`config.mk`:
```
export PLATFORM = sky130hd
export DESIGN_NAME = cfg_reg_file
export DESIGN_NICKNAME = d
export VERILOG_FILES = /design/src/rtl/cfg_reg_file.sv
export SDC_FILE = /design/constraint.sdc
export NUM_CORES = 1
export LEC_CHECK = 0
export CAP_MARGIN = 5
export CORE_MARGIN = 8
export CORE_UTILIZATION = 49
export DETAILED_ROUTE_END_ITERATION = 10
export HOLD_SLACK_MARGIN = 0.03
export PLACE_DENSITY = 0.72
export SETUP_SLACK_MARGIN = 0.02
export SLEW_MARGIN = 25
export SYNTH_ARGS = -nofsm -noshare
export SYNTH_HDL_FRONTEND = slang
export SYNTH_SLANG_ARGS = --single-unit
```
`constraint.sdc`:
```
create_clock -name clk -period 4 [get_ports clk]
set_clock_uncertainty 0.1 [all_clocks]
set_input_delay 1.2 -clock clk [delete_from_list [all_inputs] [get_ports clk]]
set_output_delay 1.2 -clock clk [all_outputs]
set_load 0.05 [all_outputs]
```
`src/rtl/cfg_reg_file.sv`:
```
// rtl/cfg_reg_file.sv - SPI-fed PID config registers: shadow/active banks, commit, soft reset, sticky errors.
// Optional even-parity check over the captured frame is compiled in with CFG_PARITY_EN.
module cfg_reg_file #(
    parameter int WORD_BITS = 16
) (
    input  logic                 clk,
    input  logic                 reset,
    input  logic                 cs,
    input  logic                 busy,
    input  logic [WORD_BITS-1:0] word_in,
    output logic [7:0]           sp,
    output logic [7:0]           kp,
    output logic [7:0]           ki,
    output logic [7:0]           kd,
    output logic                 update,
    output logic [2:0]           err
);

    typedef enum logic [1:0] {
        S_IDLE   = 2'd0,
        S_DECODE = 2'd1,
        S_APPLY  = 2'd2
    } state_t;

    localparam logic [3:0] CMD_NOP    = 4'h0;
    localparam logic [3:0] CMD_SP     = 4'h1;
    localparam logic [3:0] CMD_KP     = 4'h2;
    localparam logic [3:0] CMD_KI     = 4'h3;
    localparam logic [3:0] CMD_KD     = 4'h4;
    localparam logic [3:0] CMD_COMMIT = 4'h8;
    localparam logic [3:0] CMD_CLRERR = 4'h9;
    localparam logic [3:0] CMD_SRST   = 4'hF;

    localparam logic [7:0] RST_SP = 8'h00;
    localparam logic [7:0] RST_KP = 8'h01;
    localparam logic [7:0] RST_KI = 8'h00;
    localparam logic [7:0] RST_KD = 8'h00;

    state_t               r_state;
    state_t               w_next;
    logic                 r_busy_q;
    logic [WORD_BITS-1:0] r_cap;
    logic [7:0]           r_sh_sp, r_sh_kp, r_sh_ki, r_sh_kd;
    logic [7:0]           r_sp, r_kp, r_ki, r_kd;
    logic                 r_update;
    logic [2:0]           r_err;

    logic                 w_frame_done;
    logic [3:0]           w_cmd;
    logic [7:0]           w_data;
    logic                 w_parity_ok;
    logic                 w_exec;
    logic                 w_legal;
    logic [2:0]           w_err_set;
    logic                 w_err_clr;

    assign w_frame_done = r_busy_q & ~busy & ~cs;
    assign w_cmd        = r_cap[15:12];
    assign w_data       = r_cap[7:0];

`ifdef CFG_PARITY_EN
    assign w_parity_ok = ~(^r_cap[15:0]);
`else
    assign w_parity_ok = 1'b1;
`endif

    assign w_exec = (r_state == S_DECODE) && w_parity_ok;

    always_comb begin
        w_legal = 1'b0;
        case (w_cmd)
            CMD_NOP, CMD_SP, CMD_KP, CMD_KI, CMD_KD,
            CMD_COMMIT, CMD_CLRERR, CMD_SRST: w_legal = 1'b1;
            default:                          w_legal = 1'b0;
        endcase
    end

    always_comb begin
        w_next = r_state;
        case (r_state)
            S_IDLE:   if (w_frame_done) w_next = S_DECODE;
            S_DECODE: begin
                if (w_parity_ok && (w_cmd == CMD_COMMIT || w_cmd == CMD_SRST))
                    w_next = S_APPLY;
                else
                    w_next = S_IDLE;
            end
            S_APPLY:  w_next = S_IDLE;
            default:  w_next = S_IDLE;
        endcase
    end

    // A frame landing outside IDLE is dropped and flagged as an overrun.
    always_comb begin
        w_err_set    = 3'b000;
        w_err_set[0] = w_exec && !w_legal;
`ifdef CFG_PARITY_EN
        w_err_set[1] = (r_state == S_DECODE) && !w_parity_ok;
`endif
        w_err_set[2] = w_frame_done && (r_state != S_IDLE);
        w_err_clr    = w_exec && (w_cmd == CMD_CLRERR);
    end

    always_ff @(posedge clk or posedge reset) begin
        if (reset) begin
            r_state  <= S_IDLE;
            r_busy_q <= 1'b0;
            r_cap    <= '0;
            r_err    <= 3'b000;
            r_update <= 1'b0;
        end else begin
            r_state  <= w_next;
            r_busy_q <= busy;
            r_update <= (r_state == S_APPLY);
            if (r_state == S_IDLE && w_frame_done)
                r_cap <= word_in;
            // Clearing wins over any flag raised in the same cycle.
            if (w_err_clr)
                r_err <= 3'b000;
            else
                r_err <= r_err | w_err_set;
        end
    end

    always_ff @(posedge clk or posedge reset) begin
        if (reset) begin
            r_sh_sp <= RST_SP;
            r_sh_kp <= RST_KP;
            r_sh_ki <= RST_KI;
            r_sh_kd <= RST_KD;
            r_sp    <= RST_SP;
            r_kp    <= RST_KP;
            r_ki    <= RST_KI;
            r_kd    <= RST_KD;
        end else if (w_exec) begin
            case (w_cmd)
                CMD_SP:  r_sh_sp <= w_data;
                CMD_KP:  r_sh_kp <= w_data;
                CMD_KI:  r_sh_ki <= w_data;
                CMD_KD:  r_sh_kd <= w_data;
                default: ;
            endcase
        end else if (r_state == S_APPLY) begin
            if (w_cmd == CMD_COMMIT) begin
                r_sp <= r_sh_sp;
                r_kp <= r_sh_kp;
                r_ki <= r_sh_ki;
                r_kd <= r_sh_kd;
            end else begin
                r_sh_sp <= RST_SP;
                r_sh_kp <= RST_KP;
                r_sh_ki <= RST_KI;
                r_sh_kd <= RST_KD;
                r_sp    <= RST_SP;
                r_kp    <= RST_KP;
                r_ki    <= RST_KI;
                r_kd    <= RST_KD;
            end
        end
    end

    assign sp     = r_sp;
    assign kp     = r_kp;
    assign ki     = r_ki;
    assign kd     = r_kd;
    assign update = r_update;
    assign err    = r_err;

endmodule

```
==> results of run 1 <==
[synthesized netlist by cell type (3+ instances only)]
library cell	count	area (µm²)
nand2b_1	3	18.8
mux2_2	12	135
nor2b_1	8	50.1
inv_1	6	22.5
a21oi_1	4	20.0
nor2_1	5	18.8
buf_6	8	90.1
clkbuf_1	4	15.0
and3_1	3	18.8
a22o_1	31	272
a32o_1	31	310
dfrtp_1	80	2000
nor3b_1	3	22.5
buf_2	6	30.0
and2_1	3	18.8
[report_power, final]
group | leakage [nW] | switching [mW] | total, mW | internal (mW)
logic | 0.569 | 0.178 | 0.346 | 0.169
clock network | 0.129 | 0.292 | 0.770 | 0.477
registers | 1.09 | 0.107 | 1.08 | 0.974
total | 1.79 | 0.577 | 2.20 | 1.62
[kinds of logic (layout without fill, tap and decap cells)]
group / Yosys count / after routing / share of synthesized area [%]
flip-flops: 82 / 82 / 62.5
AO/OA/AOI/OAI: 75 / 75 / 20.9
AND/OR/NAND/NOR: 34 / 34 / 6.85
buffers and inverters: 27 / 77 / 5.45
multiplexers: 12 / 12 / 4.11
other: 1 / 1 / 0.114
[per-layer routing]
metal / track usage, % / part of all wire, % / vias to the layer above
met3: 4.48 / 5.7 / 13
li1: - / - / 973
met2: 21.9 / 47 / 59
met4: 7.55 / 2.0 / 0
met5: 0 / 0 / -
met1: 19.1 / 45 / 1061
[worst min-delay path: cells and delay by family, from the launching register on]
kind | cells | cell delay (ns)
buffers and inverters | 1 | 0.06
AOI/OAI and AO/OA | 1 | 0.06
DFF | 1 | 0.36
[cells in the final DEF (no fill, tap or decap), drive strengths merged]
| cell type | instances |
|---|---|
| a31oi | 2 |
| inv | 6 |
| clkdlybuf4s50 | 50 |
| a211oi | 1 |
| conb | 1 |
| dfstp | 2 |
| nor3 | 3 |
| nor2 | 5 |
| a22o | 31 |
| or2 | 1 |
| a32o | 31 |
| a21oi | 5 |
| nand2 | 2 |
| mux2 | 12 |
| nand2b | 3 |
| nor2b | 8 |
| and2 | 3 |
| and3 | 3 |
| nor4b | 1 |
| nand3b | 1 |
| buf | 4 |
| o31ai | 1 |
| o21ai | 1 |
| dfrtp | 80 |
| bufinv | 4 |
| clkbuf | 9 |
| clkinv | 3 |
| a32oi | 1 |
| clkinvlp | 1 |
| a2bb2oi | 2 |
| nor3b | 4 |
[layout make-up]
type,count,area [µm²],share of cell area (%)
Inverter,7,30.0,0.744
Clock inverter,7,141,3.50
Clock buffer,9,124,3.07
Tap cell,80,100,2.48
Multi-Input combinational cell,122,1050,26.1
Timing Repair Buffer,54,531,13.2
Sequential cell,82,2050,50.9
[sequential cells by signal (all words and copies together), names as in the netlist]
signal,cells
r_sh_kp,8
r_sh_sp,8
update,1
r_cap,12
r_state,2
r_sh_ki,8
sp,8
err,2
r_sh_kd,8
ki,8
kd,8
r_busy_q,1
kp,8
[per-stage QoR]
stage	cells	hold WS, ns
floorplan	231	0.351
global placement	345	0.367
detailed placement	345	0.369
finish	361	0.386
CTS	361	0.386
global route	361	0.406
[final timing paths]
path | start | end | depth (start not counted)
min | r_sh_kp[0]$_DFFE_PP1P_ | kp[0]$_DFFE_PP1P_ | 2
max in group asynchronous | reset | err[0]$_DFF_PP0_ | 3
min in group asynchronous | reset | r_cap[3]$_DFFE_PP0P_ | 2
max reg2reg | r_state[1]$_DFFE_PP0P_ | r_sh_kp[3]$_DFFE_PP0P_ | 4
min reg2reg | r_sh_kp[0]$_DFFE_PP1P_ | kp[0]$_DFFE_PP1P_ | 2
max | kp[0]$_DFFE_PP1P_ | kp[0] | 1
==> reports/results.ini, run 1 <==
[status]
status = completed

[cells_and_area]
antenna_cells = 0
n_fill_cell = 539
fin_area_mm2 = 0.00403
final_util_pct = 60.7
area_growth_pct = 22.8
layout-drive-gt1-share_pct = 16.0
final_nets = 296

[critical_path]
worstSetupStartpointType = register
arrival_ns = 1.69
cp.required_ns = 2.70
crit_type = reg2out
worst-path-max-fanout = 2
crit_buf_inv = 1
path_cells = clkdlybuf4s50_1
max_stage_delay_ns = 0.80
cp_top_family = buffers and inverters
cp_slowest_cell = clkdlybuf4s50_1
r2r_slack_ns = 1.87
endpoint_kind = output port

[floorplan]
core_area_mm2 = 0.00664
die_h_um = 97.9
start_util_pct = 49.5
io_pins = 56
dieArea_mm2 = 0.00958
rows = 30
die_x_um = 97.9

[clock_tree]
cts_made_buffers = 9
cts_tree = built
clk_pin_slew_ns = 0.07
clkLatencyLatePin_ns = 0.34
root_buffer = clkbuf_8
postCtsHoldBufs = 0
clock_sinks = 82
cts_buffer_depth = 2
post-cts-setup-buffers = 0
htree_levels = 3
cts-resized-gates = 0

[sta]
finalCriticalPeriod_ns = 2.99
finalSetupViolCount = 0
tns_ns = 0
hold_violations = 0
timing.final.ws_setup_ns = 1.01
tightest_slew_ns = 0.858
slew_headroom_pct = 42.8
min_period_over_period_pct = 74.8
rsz0062_at_grt = no
slew_violations = 0
fmax_mhz = 334

[synthesis]
synthFlopType = dfrtp_1
ys_types = 34
syn-mean-instance-area_um2 = 14.2
synth_edf_count = 0
synthArstFlopShare_pct = 100
ys_ff_latch = 82
synth_area_mm2 = 0.00329
synth_warnings = 0
syn_nets = 251
syn_inst = 231
synth_seq_area_share_pct = 62.5

[detailed_routing]
drtPass1Iterations = 4
drcViolationCount = 0
ant_nets = 0
wl_per_cell_um = 18.4
vias = 2106
wirelength_mm = 6.64
viasPerCell = 5.83
drt_iter0_markers = 103

[placed_design]
placed_area_mm2 = 0.00377
hpwl_mm = 4.65
port-buffer-count = 50
dpl_worst_slack_ns = 1.03
gp_congestion = 0.809

[power]
power.density_mw_per_mm2 = 545
peakVddDrop_uv = 349
total_power_mw = 2.20
p_leak_nw = 1.79

[global_route]
grt_remaining_overflow = 0
antenna_found_initial = 0
grt_max_degree = 38
first_global_vias = 2246
grt_pass1_wl_mm = 11.3
track_usage_pct = 14.8

[hold_path]
hold_path_class = reg2reg

[run]
drv_cap = 0

(Power assumes the default switching activity.)
==> run 2, diff against run 1 <==
clock period = 2.77 ns   (was 4 ns; I/O delays follow)
==> run 2 against run 1 <==
  * Critical path depth stayed put
  * Non-clock buffer count did not move
  * Clock power increased by 0.5%
  * Die area unchanged
  * Sequential cell count unchanged
  * Largest power group unchanged
==> reports/results.ini, run 2 (synthesis results as in run 1) <==
[status]
status = completed  ; unchanged

[global_route]
first_global_vias = 2094  ; was 2,246
antenna_found_initial = 0  ; unchanged
grt_pass1_wl_mm = 11.0  ; was 11.3 mm
grt_max_degree = 40  ; was 38
track_usage_pct = 14.4  ; was 14.8%
grt_remaining_overflow = 0  ; unchanged

[detailed_routing]
drcViolationCount = 0  ; unchanged
viasPerCell = 5.79  ; was 5.83
wirelength_mm = 6.51  ; was 6.64 mm
drt_iter0_markers = 108  ; was 103
drtPass1Iterations = 4  ; unchanged
vias = 2090  ; was 2,106
ant_nets = 0  ; unchanged
wl_per_cell_um = 18.0  ; was 18.4 µm

[critical_path]
worst-path-max-fanout = 2  ; unchanged
crit_type = reg2out  ; unchanged
endpoint_kind = output port  ; unchanged
max_stage_delay_ns = 0.80  ; about the same
cp_top_family = buffers and inverters  ; unchanged
path_cells = clkdlybuf4s50_1  ; unchanged
worstSetupStartpointType = register  ; unchanged
cp.required_ns = 1.84  ; was 2.70 ns
crit_buf_inv = 1  ; unchanged
cp_slowest_cell = clkdlybuf4s50_1  ; unchanged
arrival_ns = 1.71  ; was 1.69 ns

[clock_tree]
post-cts-setup-buffers = 0  ; unchanged
clock_sinks = 82  ; unchanged
postCtsHoldBufs = 0  ; unchanged
cts_tree = built  ; unchanged
cts_buffer_depth = 2  ; unchanged
cts_made_buffers = 9  ; unchanged
clk_pin_slew_ns = 0.08  ; was 0.07 ns
htree_levels = 3  ; unchanged
clkLatencyLatePin_ns = 0.35  ; was 0.34 ns
root_buffer = clkbuf_8  ; unchanged
cts-resized-gates = 0  ; unchanged

[placed_design]
gp_congestion = 0.815  ; was 0.809
dpl_worst_slack_ns = 0.190  ; was 1.03 ns
hpwl_mm = 4.57  ; was 4.65 mm
dp_cells = 345  ; unchanged
port-buffer-count = 50  ; unchanged

[sta]
finalCriticalPeriod_ns = 2.64
timing.final.ws_setup_ns = 0.127  ; was 1.01 ns
fmax_mhz = 378
slew_violations = 0  ; unchanged
worst_hold_slack_ns = 0.387  ; was 0.386 ns
finalSetupViolCount = 0  ; unchanged
slew_headroom_pct = 40.8  ; was 42.8%
tns_ns = 0  ; unchanged
hold_violations = 0  ; unchanged
rsz0062_at_grt = no  ; unchanged
min_period_over_period_pct = 95.4
tightest_slew_ns = 0.888  ; was 0.858 ns

[cells_and_area]
final_cell_mix = dfrtp_1, clkdlybuf4s50_1, a22o_1, a32o_1, mux2_2  ; unchanged
finalNonFillerCells = 361  ; unchanged
largest-register = r_cap  ; unchanged
n_fill_cell = 513  ; was 539
final_common_cell = dfrtp_1  ; unchanged
regArea_mm2 = 0.00205  ; unchanged
largest_reg_flops = 12  ; unchanged
final_util_pct = 59.8  ; was 60.7%
layout-drive-gt1-share_pct = 15.3  ; was 16.0%
antenna_cells = 0  ; unchanged
area_growth_pct = 20.9  ; was 22.8%
multiInputGateArea_mm2 = 0.00105  ; about the same
final_nets = 296  ; unchanged

[floorplan]
io_pins = 56  ; unchanged
core_area_mm2 = 0.00664  ; unchanged
dieArea_mm2 = 0.00958  ; unchanged
die_h_um = 97.9  ; unchanged
start_util_pct = 49.5  ; unchanged
die_x_um = 97.9  ; unchanged
rows = 30  ; unchanged

[hold_path]
hold_path_class = reg2reg  ; unchanged

[power]
peakVddDrop_uv = 554  ; was 349 µV
p_leak_nw = 1.75  ; was 1.79 nW
power.density_mw_per_mm2 = 714  ; was 545 mW/mm²

[run]
drv_cap = 0  ; unchanged

==> run 2: changes by cell type in the layout (fill, tap and decap cells not counted), sizes merged <==
cell / change
clkbuf: +1
clkinv: -1
bufinv: -4
inv: +2
clkinvlp: +2
==> run 2: metal layers <==
layer  wire length (µm)  track usage [%]
met5                  0                0
met4                108             7.19
met3                453             4.41
met2               2880             20.1
met1               3070             19.8
==> run 2: where the power goes <==
group / total, mW / switching (mW) / leakage (nW) / internal [mW]
registers: 1.56 / 0.156 / 1.09 / 1.41
clock network: 0.774 / 0.440 / 0.0835 / 0.335
logic: 0.501 / 0.257 / 0.573 / 0.245
total: 2.84 / 0.852 / 1.75 / 1.99
==> run 2: path summary, 6_finish.rpt <==
kind | from | slack, ns | endpoint | depth (start not counted)
worst max register to register | r_state[1]$_DFFE_PP0P_ | 0.63 | r_sh_sp[1]$_DFFE_PP0P_ | 4
worst min register to register | r_sh_kp[0]$_DFFE_PP1P_ | 0.39 | kp[0]$_DFFE_PP1P_ | 2
worst max-delay path | kp[0]$_DFFE_PP1P_ | 0.13 | kp[0] | 1
max in group asynchronous | reset | 1.20 | update$_DFF_PP0_ | 3
min in group asynchronous | reset | 0.72 | sp[3]$_DFFE_PP0P_ | 2
worst min-delay path | r_sh_kp[0]$_DFFE_PP1P_ | 0.39 | kp[0]$_DFFE_PP1P_ | 2
==> run 2: layout make-up <==
cell class	instances	share of cell area, %
flip-flops and latches	82	51.7
well taps	80	2.52
clock inverters	6	1.26
repair buffers	54	14.0
clock buffers	10	3.21
multi-input cells	122	26.5
inverters	7	0.819
==> run 2: stage by stage <==
step | area, µm² | total power, mW
3_3_place_gp | 3790 | 2.07
2_1_floorplan | 3290 | 1.92
6_report | 3970 | 2.84
3_5_place_dp | 3790 | 2.09
5_1_grt | 3970 | 2.99
4_1_cts | 3970 | 2.86
==> run 3, diff against run 2 <==
CORE_UTILIZATION = 44   (was 49)
PLACE_DENSITY = 0.65   (was 0.72)
==> run 3 against run 2 <==
  * Design area grew 1.0%
  * Sequential power is essentially flat
  * Die area increased by 9.5%
  * Core utilization shrank 4.5 points
  * Critical path type unchanged
  * Critical endpoint unchanged
==> reports/results.ini, run 3 (synthesis results as in run 1) <==
[clock_tree]
clkLatencyLatePin_ns = 0.35  ; about the same
clk_pin_slew_ns = 0.07  ; was 0.08 ns
clock_sinks = 82  ; unchanged
root_buffer = clkbuf_8  ; unchanged
cts-resized-gates = 0  ; unchanged
post-cts-setup-buffers = 0  ; unchanged
htree_levels = 3  ; unchanged
cts_tree = built  ; unchanged
cts_made_buffers = 9  ; unchanged
cts_buffer_depth = 2  ; unchanged
postCtsHoldBufs = 0  ; unchanged

[floorplan]
dieArea_mm2 = 0.0105  ; was 0.00958 mm²
start_util_pct = 45.3  ; was 49.5%
rows = 31  ; was 30
die_x_um = 102  ; was 97.9 µm
core_area_mm2 = 0.00725  ; was 0.00664 mm²
io_pins = 56  ; unchanged
die_h_um = 102  ; was 97.9 µm

[critical_path]
cp.required_ns = 1.84  ; about the same
worstSetupStartpointType = register  ; unchanged
endpoint_kind = output port  ; unchanged
cp_top_family = buffers and inverters  ; unchanged
path_cells = clkdlybuf4s50_1  ; unchanged
arrival_ns = 1.71  ; about the same
cp_slowest_cell = clkdlybuf4s50_1  ; unchanged
crit_type = reg2out  ; unchanged
crit_buf_inv = 1  ; unchanged
worst-path-max-fanout = 2  ; unchanged
max_stage_delay_ns = 0.82  ; was 0.80 ns

[sta]
finalSetupViolCount = 0  ; unchanged
finalCriticalPeriod_ns = 2.64  ; about the same
tightest_slew_ns = 0.893  ; was 0.888 ns
min_period_over_period_pct = 95.2  ; was 95.4%
fmax_mhz = 379  ; was 378 MHz
tns_ns = 0  ; unchanged
slew_violations = 0  ; unchanged
rsz0062_at_grt = no  ; unchanged
hold_violations = 0  ; unchanged
slew_headroom_pct = 40.5  ; was 40.8%
timing.final.ws_setup_ns = 0.133  ; was 0.127 ns

[placed_design]
gp_congestion = 0.799  ; was 0.815
port-buffer-count = 50  ; unchanged
dpl_worst_slack_ns = 0.453  ; was 0.190 ns
hpwl_mm = 4.66  ; was 4.57 mm

[cells_and_area]
antenna_cells = 0  ; unchanged
area_growth_pct = 22.2  ; was 20.9%
final_nets = 298  ; was 296
layout-drive-gt1-share_pct = 16.0  ; was 15.3%
final_cell_mix = dfrtp_1, clkdlybuf4s50_1, a22o_1, a32o_1, mux2_2  ; unchanged
largest-register = r_cap  ; unchanged
largest_reg_flops = 12  ; unchanged
final_common_cell = dfrtp_1  ; unchanged

[global_route]
grt_remaining_overflow = 0  ; unchanged
grt_max_degree = 41  ; was 40
grt_pass1_wl_mm = 10.8  ; was 11.0 mm
first_global_vias = 2144  ; was 2,094
track_usage_pct = 13.5  ; was 14.4%
antenna_found_initial = 0  ; unchanged

[status]
status = completed  ; unchanged

[hold_path]
hold_path_class = reg2reg  ; unchanged

[power]
power.density_mw_per_mm2 = 724  ; was 714 mW/mm²
peakVddDrop_uv = 405  ; was 554 µV
p_leak_nw = 1.77  ; was 1.75 nW

[detailed_routing]
wirelength_mm = 6.55  ; was 6.51 mm
drt_iter0_markers = 76  ; was 108
drcViolationCount = 0  ; unchanged
viasPerCell = 5.51  ; was 5.79
vias = 2100  ; was 2,090
wl_per_cell_um = 17.2  ; was 18.0 µm
ant_nets = 0  ; unchanged
drtPass1Iterations = 4  ; unchanged

[run]
drv_cap = 0  ; unchanged

-- run 3: cell count changes in the layout (fill, tap and decap cells not counted), sizes merged --
cell | before | now
inv | 8 | 6
buf | 4 | 6
bufinv | 0 | 1
-- run 3: cell type report --
type	count	area, µm²
clock buffer	10	138
multi-input combinational	122	1050
fill	639	3240
timing repair buffer	56	558
clock inverter	5	55.1
sequential	82	2050
inverter	7	32.5
tap	99	124
-- run 3: worst paths after layout --
path	cells after the start	slack [ns]	to	start
min in group asynchronous	2	0.72	sp[7]$_DFFE_PP0P_	reset
worst max register to register	4	0.62	r_sh_sp[3]$_DFFE_PP0P_	r_state[1]$_DFFE_PP0P_
worst max-delay path	1	0.13	kp[0]	kp[0]$_DFFE_PP1P_
max in group asynchronous	3	1.20	r_busy_q$_DFF_PP0_	reset
worst min-delay path	2	0.38	kp[0]$_DFFE_PP1P_	r_sh_kp[0]$_DFFE_PP1P_
worst min register to register	2	0.38	kp[0]$_DFFE_PP1P_	r_sh_kp[0]$_DFFE_PP1P_
-- run 3: metal layers --
layer	share of wire [%]	GRT usage, %
met5	0	0
met4	1.2	4.06
met3	6.7	5.45
met2	45	19.6
met1	47	18.1
-- run 3: metrics by stage --
step / std cells / util (%) / power (mW) / cell area (µm²) / hold WS [ns]
finish: 381 / 55.3 / 2.90 / 4010 / 0.383
global placement: 366 / 52.7 / 2.08 / 3820 / 0.372
global route: 381 / 55.3 / 3.05 / 4010 / 0.406
CTS: 381 / 55.3 / 2.94 / 4010 / 0.382
detailed placement: 366 / 52.7 / 2.09 / 3820 / 0.369
floorplan: 231 / - / 1.92 / 3290 / 0.351
-- run 3: power by group --
group          internal, mW  switching [mW]  total [mW]
Combinational         0.245           0.258       0.503
Sequential             1.41           0.151        1.56
Clock                 0.432           0.411       0.843
